`src/rtl/pwm_capture.sv`:
```
// ============================================================================
//  Module      : pwm_capture
//  Description : APB3 slave that measures the period and high time of up to
//                NUM_CH PWM waveforms in PCLK cycles. Each new capture sets a
//                VALID flag and can raise a level interrupt.
//  Revision    : 1.0 - initial release
// ============================================================================
`default_nettype none

module pwm_capture #(
    parameter int NUM_CH = 2,
    parameter int CNT_W  = 24
) (
    input  logic              PCLK,
    input  logic              PRESETN,
    input  logic [7:0]        PADDR,
    input  logic              PSEL,
    input  logic              PENABLE,
    input  logic              PWRITE,
    input  logic [31:0]       PWDATA,
    output logic [31:0]       PRDATA,
    output logic              PREADY,
    output logic              PSLVERR,
    input  logic [NUM_CH-1:0] PWM_IN,
    output logic              IRQ
);

    localparam logic [CNT_W-1:0] CNT_MAX = {CNT_W{1'b1}};
    localparam logic [CNT_W-1:0] CNT_PRE = {{(CNT_W-1){1'b1}}, 1'b0};
    localparam logic [CNT_W-1:0] CNT_ONE = {{(CNT_W-1){1'b0}}, 1'b1};

    // Control and status
    logic [NUM_CH-1:0] en_q, en_d;
    logic [NUM_CH-1:0] irq_en_q, irq_en_d;
    logic [NUM_CH-1:0] valid_q, valid_d;
    logic [NUM_CH-1:0] ovf_q, ovf_d;
    logic [NUM_CH-1:0] missed_q, missed_d;
    logic              irq_q, irq_d;

    // Input synchronizer chain (s3 is the edge-detect history flop)
    logic [NUM_CH-1:0] s1_q, s2_q, s3_q;

    // Per-channel measurement state
    logic [NUM_CH-1:0] armed_q, armed_d;
    logic [CNT_W-1:0]  cnt_q    [NUM_CH];
    logic [CNT_W-1:0]  cnt_d    [NUM_CH];
    logic [CNT_W-1:0]  hi_lat_q [NUM_CH];
    logic [CNT_W-1:0]  hi_lat_d [NUM_CH];
    logic [CNT_W-1:0]  period_q [NUM_CH];
    logic [CNT_W-1:0]  period_d [NUM_CH];
    logic [CNT_W-1:0]  high_q   [NUM_CH];
    logic [CNT_W-1:0]  high_d   [NUM_CH];

    // Combinational helpers
    logic              wr_en, wr_ctrl, wr_status;
    logic [NUM_CH-1:0] rise, fall;
    logic [NUM_CH-1:0] set_valid, set_ovf, set_missed;
    logic [NUM_CH-1:0] clr_valid, clr_ovf, clr_missed;
    logic              unused_bits;

    assign PREADY  = 1'b1;
    assign PSLVERR = 1'b0;
    assign IRQ     = irq_q;

    assign wr_en     = PSEL & PENABLE & PWRITE;
    assign wr_ctrl   = wr_en && (PADDR[7:2] == 6'h00);
    assign wr_status = wr_en && (PADDR[7:2] == 6'h01);

    assign clr_valid  = wr_status ? PWDATA[0  +: NUM_CH] : '0;
    assign clr_ovf    = wr_status ? PWDATA[8  +: NUM_CH] : '0;
    assign clr_missed = wr_status ? PWDATA[16 +: NUM_CH] : '0;

    assign rise = s2_q & ~s3_q;
    assign fall = ~s2_q & s3_q;

    // Byte-lane bits below word granularity and unused data bits are don't-care
    assign unused_bits = ^{PADDR[1:0], PWDATA};

    // Next-state: control register, counters, captures and sticky status
    always_comb begin
        en_d       = en_q;
        irq_en_d   = irq_en_q;
        armed_d    = armed_q;
        set_valid  = '0;
        set_ovf    = '0;
        set_missed = '0;
        if (wr_ctrl) begin
            en_d     = PWDATA[0 +: NUM_CH];
            irq_en_d = PWDATA[8 +: NUM_CH];
        end
        for (int ch = 0; ch < NUM_CH; ch++) begin
            cnt_d[ch]    = cnt_q[ch];
            hi_lat_d[ch] = hi_lat_q[ch];
            period_d[ch] = period_q[ch];
            high_d[ch]   = high_q[ch];
            if (!en_q[ch]) begin
                // Disabled: forget the partial measurement, keep results
                cnt_d[ch]    = '0;
                hi_lat_d[ch] = '0;
                armed_d[ch]  = 1'b0;
            end else begin
                if (rise[ch]) begin
                    cnt_d[ch] = CNT_ONE;
                    if (armed_q[ch]) begin
                        period_d[ch]   = cnt_q[ch];
                        high_d[ch]     = hi_lat_q[ch];
                        set_valid[ch]  = 1'b1;
                        set_missed[ch] = valid_q[ch];
                    end
                    armed_d[ch] = 1'b1;
                end else if (cnt_q[ch] != CNT_MAX) begin
                    cnt_d[ch] = cnt_q[ch] + CNT_ONE;
                    if (cnt_q[ch] == CNT_PRE) begin
                        // Counter saturates this cycle: measurement is void
                        set_ovf[ch] = 1'b1;
                        armed_d[ch] = 1'b0;
                    end
                end
                if (fall[ch]) begin
                    hi_lat_d[ch] = cnt_q[ch];
                end
            end
        end
        // A hardware set beats a simultaneous software clear
        valid_d  = (valid_q  & ~clr_valid)  | set_valid;
        ovf_d    = (ovf_q    & ~clr_ovf)    | set_ovf;
        missed_d = (missed_q & ~clr_missed) | set_missed;
        irq_d    = |(valid_q & irq_en_q);
    end

    // Read mux: combinational from the address during a read, zero otherwise
    always_comb begin
        PRDATA = '0;
        if (PSEL && !PWRITE) begin
            if (PADDR[7:2] == 6'h00) begin
                PRDATA[0 +: NUM_CH] = en_q;
                PRDATA[8 +: NUM_CH] = irq_en_q;
            end else if (PADDR[7:2] == 6'h01) begin
                PRDATA[0  +: NUM_CH] = valid_q;
                PRDATA[8  +: NUM_CH] = ovf_q;
                PRDATA[16 +: NUM_CH] = missed_q;
            end
            for (int ch = 0; ch < NUM_CH; ch++) begin
                if (PADDR[7:2] == 6'(4 + 2 * ch)) begin
                    PRDATA = 32'(period_q[ch]);
                end
                if (PADDR[7:2] == 6'(5 + 2 * ch)) begin
                    PRDATA = 32'(high_q[ch]);
                end
            end
        end
    end

    // Two-flop synchronizer plus edge-detect history flop per channel
    always_ff @(posedge PCLK or negedge PRESETN) begin
        if (!PRESETN) begin
            s1_q <= '0;
            s2_q <= '0;
            s3_q <= '0;
        end else begin
            s1_q <= PWM_IN;
            s2_q <= s1_q;
            s3_q <= s2_q;
        end
    end

    // State registers for control, status, interrupt and measurement
    always_ff @(posedge PCLK or negedge PRESETN) begin
        if (!PRESETN) begin
            en_q     <= '0;
            irq_en_q <= '0;
            valid_q  <= '0;
            ovf_q    <= '0;
            missed_q <= '0;
            armed_q  <= '0;
            irq_q    <= 1'b0;
            for (int ch = 0; ch < NUM_CH; ch++) begin
                cnt_q[ch]    <= '0;
                hi_lat_q[ch] <= '0;
                period_q[ch] <= '0;
                high_q[ch]   <= '0;
            end
        end else begin
            en_q     <= en_d;
            irq_en_q <= irq_en_d;
            valid_q  <= valid_d;
            ovf_q    <= ovf_d;
            missed_q <= missed_d;
            armed_q  <= armed_d;
            irq_q    <= irq_d;
            for (int ch = 0; ch < NUM_CH; ch++) begin
                cnt_q[ch]    <= cnt_d[ch];
                hi_lat_q[ch] <= hi_lat_d[ch];
                period_q[ch] <= period_d[ch];
                high_q[ch]   <= high_d[ch];
            end
        end
    end

endmodule

`default_nettype wire

```
`config.mk`:
```
export PLATFORM = sky130hd
export DESIGN_NAME = pwm_capture
export DESIGN_NICKNAME = d
export VERILOG_FILES = /design/src/rtl/pwm_capture.sv
export SDC_FILE = /design/constraint.sdc
export NUM_CORES = 1
export LEC_CHECK = 0
export BUFFER_PORTS_ARGS = -buffer_cell sky130_fd_sc_hd__buf_2
export CAP_MARGIN = 40
export CORE_AREA = 2 2 145 147
export DETAILED_ROUTE_END_ITERATION = 12
export DIE_AREA = 0 0 147 149
export MAX_ROUTING_LAYER = met4
export PLACE_DENSITY_LB_ADDON = 0.1
export SETUP_SLACK_MARGIN = 0.2
export SLEW_MARGIN = 20
export SYNTH_ARGS = -nofsm -noshare
export SYNTH_HDL_FRONTEND = slang
export SYNTH_SLANG_ARGS = --single-unit
```
`constraint.sdc`:
```
create_clock -name PCLK -period 3.48 [get_ports PCLK]
set_clock_uncertainty 0.1 [all_clocks]
set_input_delay 0.174 -clock PCLK [delete_from_list [all_inputs] [get_ports PCLK]]
set_output_delay 0.174 -clock PCLK [all_outputs]
set_load 0.01 [all_outputs]
```
==> impl_metrics.tcl <==
set metrics [dict create \
    drtAntennaViolNets 0 \
    num_antenna_cells 0 \
    ir_worst_vdd_v 0.000315 \
    synth-seq-area-share 0.527 \
    port_buffers 43 \
    required_ns 3.21 \
    grt_pass1_wl_mm 40.5 \
    wl_met3_mm 1.03 \
    core.rowCount 53 \
    synth_common_cells "336 x nand2_1, 211 x dfrtp_1, 52 x a22o_1, 49 x o21ai_0" \
    start_kind "flop" \
    cts_resized 0 \
    cts_tree "yes" \
    synthAdderAreaFrac 0.00500 \
    rsz0062_at_grt "no" \
    viasPerCell 5.51 \
    period_needed_ns 2.29 \
    fin_area_sq_mm 0.0113 \
    cts-root-buf "clkbuf_16" \
    setup_viol 0 \
    status "finished clean" \
    synth_area_leaders "dfrtp_1 53%, nand2_1 13%, a22o_1 4.5%, mux2_2 2.7%, o21ai_0 2.4%" \
    cp-end-kind "primary output" \
    wire_per_inst_microns 17.8 \
    ys_ff_latch 211 \
    p_leak_uw 0.00541 \
    grt_util_all_layers 0.237 \
    worstSetupPathType "flop to primary output" \
    final_nets 1144 \
    dr.pass1.iters 5 \
    yosys_warnings 0 \
    synthMuxAreaShare 0.0410 \
    antenna_found_initial 0 \
    totalWireLength_mm 24.6 \
    placed_area_sq_mm 0.0104 \
    synth_top_area_cell "dfrtp_1" \
    relSlewSlack 0.437 \
    drv_slew 0 \
    ys.flop_type "dfrtp_1" \
    ios 82 \
    dp_hpwl_mm 16.4 \
    path_clk_slew_ns 0.06 \
    die_w_microns 147 \
    finalHoldViolCount 0 \
    power_density_mw_per_mm2 443 \
    synth-edff-count 0 \
    fin_crit_sh 0.659 \
    worst_skew_pair.late_latency_ns 0.50 \
    synth_most_common_cell "nand2_1" \
    worst_pin_slew_ns 0.844 \
    area_delta_synth_final_pct 12.5 \
    cts_num_sinks 211 \
    cts_buffers 23 \
    yosysTopAreaCellShare 0.527 \
    clock_path_buffers 3 \
    holdCritPathClass "input pin to flop" \
    fp.dieH_microns 149 \
    die_area_sq_mm 0.0219 \
    htreeDepth 1 \
    syn_area_sq_mm 0.0100 \
    gr-total-overflow 0 \
    synth-simple-area-share 0.240 \
    synth_compound_area_frac 0.133 \
    maxCapViolCount 0 \
    wl_met2_mm 11.1 \
    drt_iter0_markers 546 \
    drc 0 \
    synthCells 1064 \
    dr_total_vias 7621 \
    synth_top_family_by_area "simple AND/OR/NAND/NOR gates" \
    gp_congestion 0.893 \
    critPathMaxFanout 11 \
    fp.coreArea_sq_mm 0.0206 \
    initial_core_util 0.487 \
    avgSynthCellArea_sq_um 9.41 \
    setup_tns_ns 0 \
    grt_max_degree 108 \
    synth-xor-area-share 0.0166 \
    routed.top_layer "met4" \
    yosysUniqueCellTypes 69 \
    grt_pass1_vias 7434 \
    m1WireLength_mm 12.0 \
    max_freq_mhz 436 \
    arrival_ns 2.02 \
    async_flop_share 1.00 \
    drive_above_1_share 0.141 \
]
## sequential cells by signal, summed over array words and instances (netlist names)
signal and count:
period_q 48, ovf_q 2, hi_lat_q 48, high_q 48
missed_q 2, valid_q 2, s1_q 2, en_q 2
irq_en_q 2, s3_q 2, IRQ 1, cnt_q 48
s2_q 2, armed_q 2
## stage by stage
step / hold slack [ns] / utilization / setup slack [ns] / total power, uW / cells
floorplan: -0.222 / - / 1.70 / 2590 / 1072
global placement: 0.184 / 0.507 / 1.16 / 2680 / 1332
detailed placement: 0.185 / 0.508 / 1.14 / 2680 / 1333
CTS: 0.132 / 0.548 / 1.14 / 5050 / 1382
global route: 0.162 / 0.548 / 1.00 / 5170 / 1383
finish: 0.150 / 0.548 / 1.19 / 4990 / 1383
## worst paths after layout
kind                       startpoint           end  slack, ns  cells past startpoint
setup / recovery              en_q[0]     PRDATA[0]       1.19                      4
hold / removal               PADDR[6]    valid_q[1]       0.15                      5
setup reg to reg             cnt_q[1]     cnt_q[11]       1.22                      6
hold reg to reg               s1_q[1]       s2_q[1]       0.25                      0
max in group asynchronous     PRESETN  period_q[34]       2.12                      3
min in group asynchronous     PRESETN    high_q[20]       0.19                      2
## critical path, cell delays in order, from the launching register on
cell and delay (ns):
dfrtp_1 0.52, mux4_2 0.54, a21oi_1 0.19, nor2_1 0.10
buf_2 0.16
## logic make-up (layout without fill, tap and decap cells)
group,after synthesis,count (layout)
muxes,33,33
and+or+nand+nor,524,524
adders and majority gates,4,4
buffers and inverters,82,118
other,2,10
AOI/OAI and AO/OA,189,189
xor gates and xnor gates,19,19
DFF,211,211
## layout by cell type, fill, tap and decap left out, types with 8 or more instances in the layout
cell type / n
mux2_2: 24
inv_1: 8
nor2b_1: 18
dfrtp_1: 211
xor2_1: 10
nand2_1: 336
clkbuf_16: 23
a22o_1: 52
clkinv_2: 8
o21ai_0: 49
nand3_1: 23
a21oi_1: 34
conb_1: 10
buf_4: 14
xnor2_1: 9
nor2_1: 44
nand4_1: 8
or3_1: 11
nor3_1: 27
buf_2: 42
and3_1: 11
dlygate4sd3_1: 9
## routing by layer
metal / vias up / track usage
met2: 145 / 0.368
met4: 0 / 0.0529
met5: - / -
met3: 30 / 0.0272
li1: 3703 / -
met1: 3743 / 0.340
## area by class of cell
type | count | area [sq um]
Sequential cell | 211 | 5280
Fill cell | 1893 | 9290
Tap cell | 275 | 344
Multi-Input combinational cell | 779 | 4420
Timing Repair Buffer | 69 | 467
Inverter | 9 | 33.8
Clock inverter | 11 | 86.3
Clock buffer | 29 | 638
## power breakdown
group | leakage [uW] | total [uW] | switching [uW] | internal [uW]
clock network | 0.000364 | 2350 | 983 | 1370
logic | 0.00212 | 170 | 128 | 42.1
registers | 0.00293 | 2470 | 9.62 | 2460
total | 0.00541 | 4990 | 1120 | 3870
## timing repair
| item | CTS | global route |
|---|---|---|
| setup buffers | 0 | 0 |
| hold endpoints to repair | 116 | 0 |
| hold buffers | 9 | 0 |
Power figures use the tool's default switching activity.
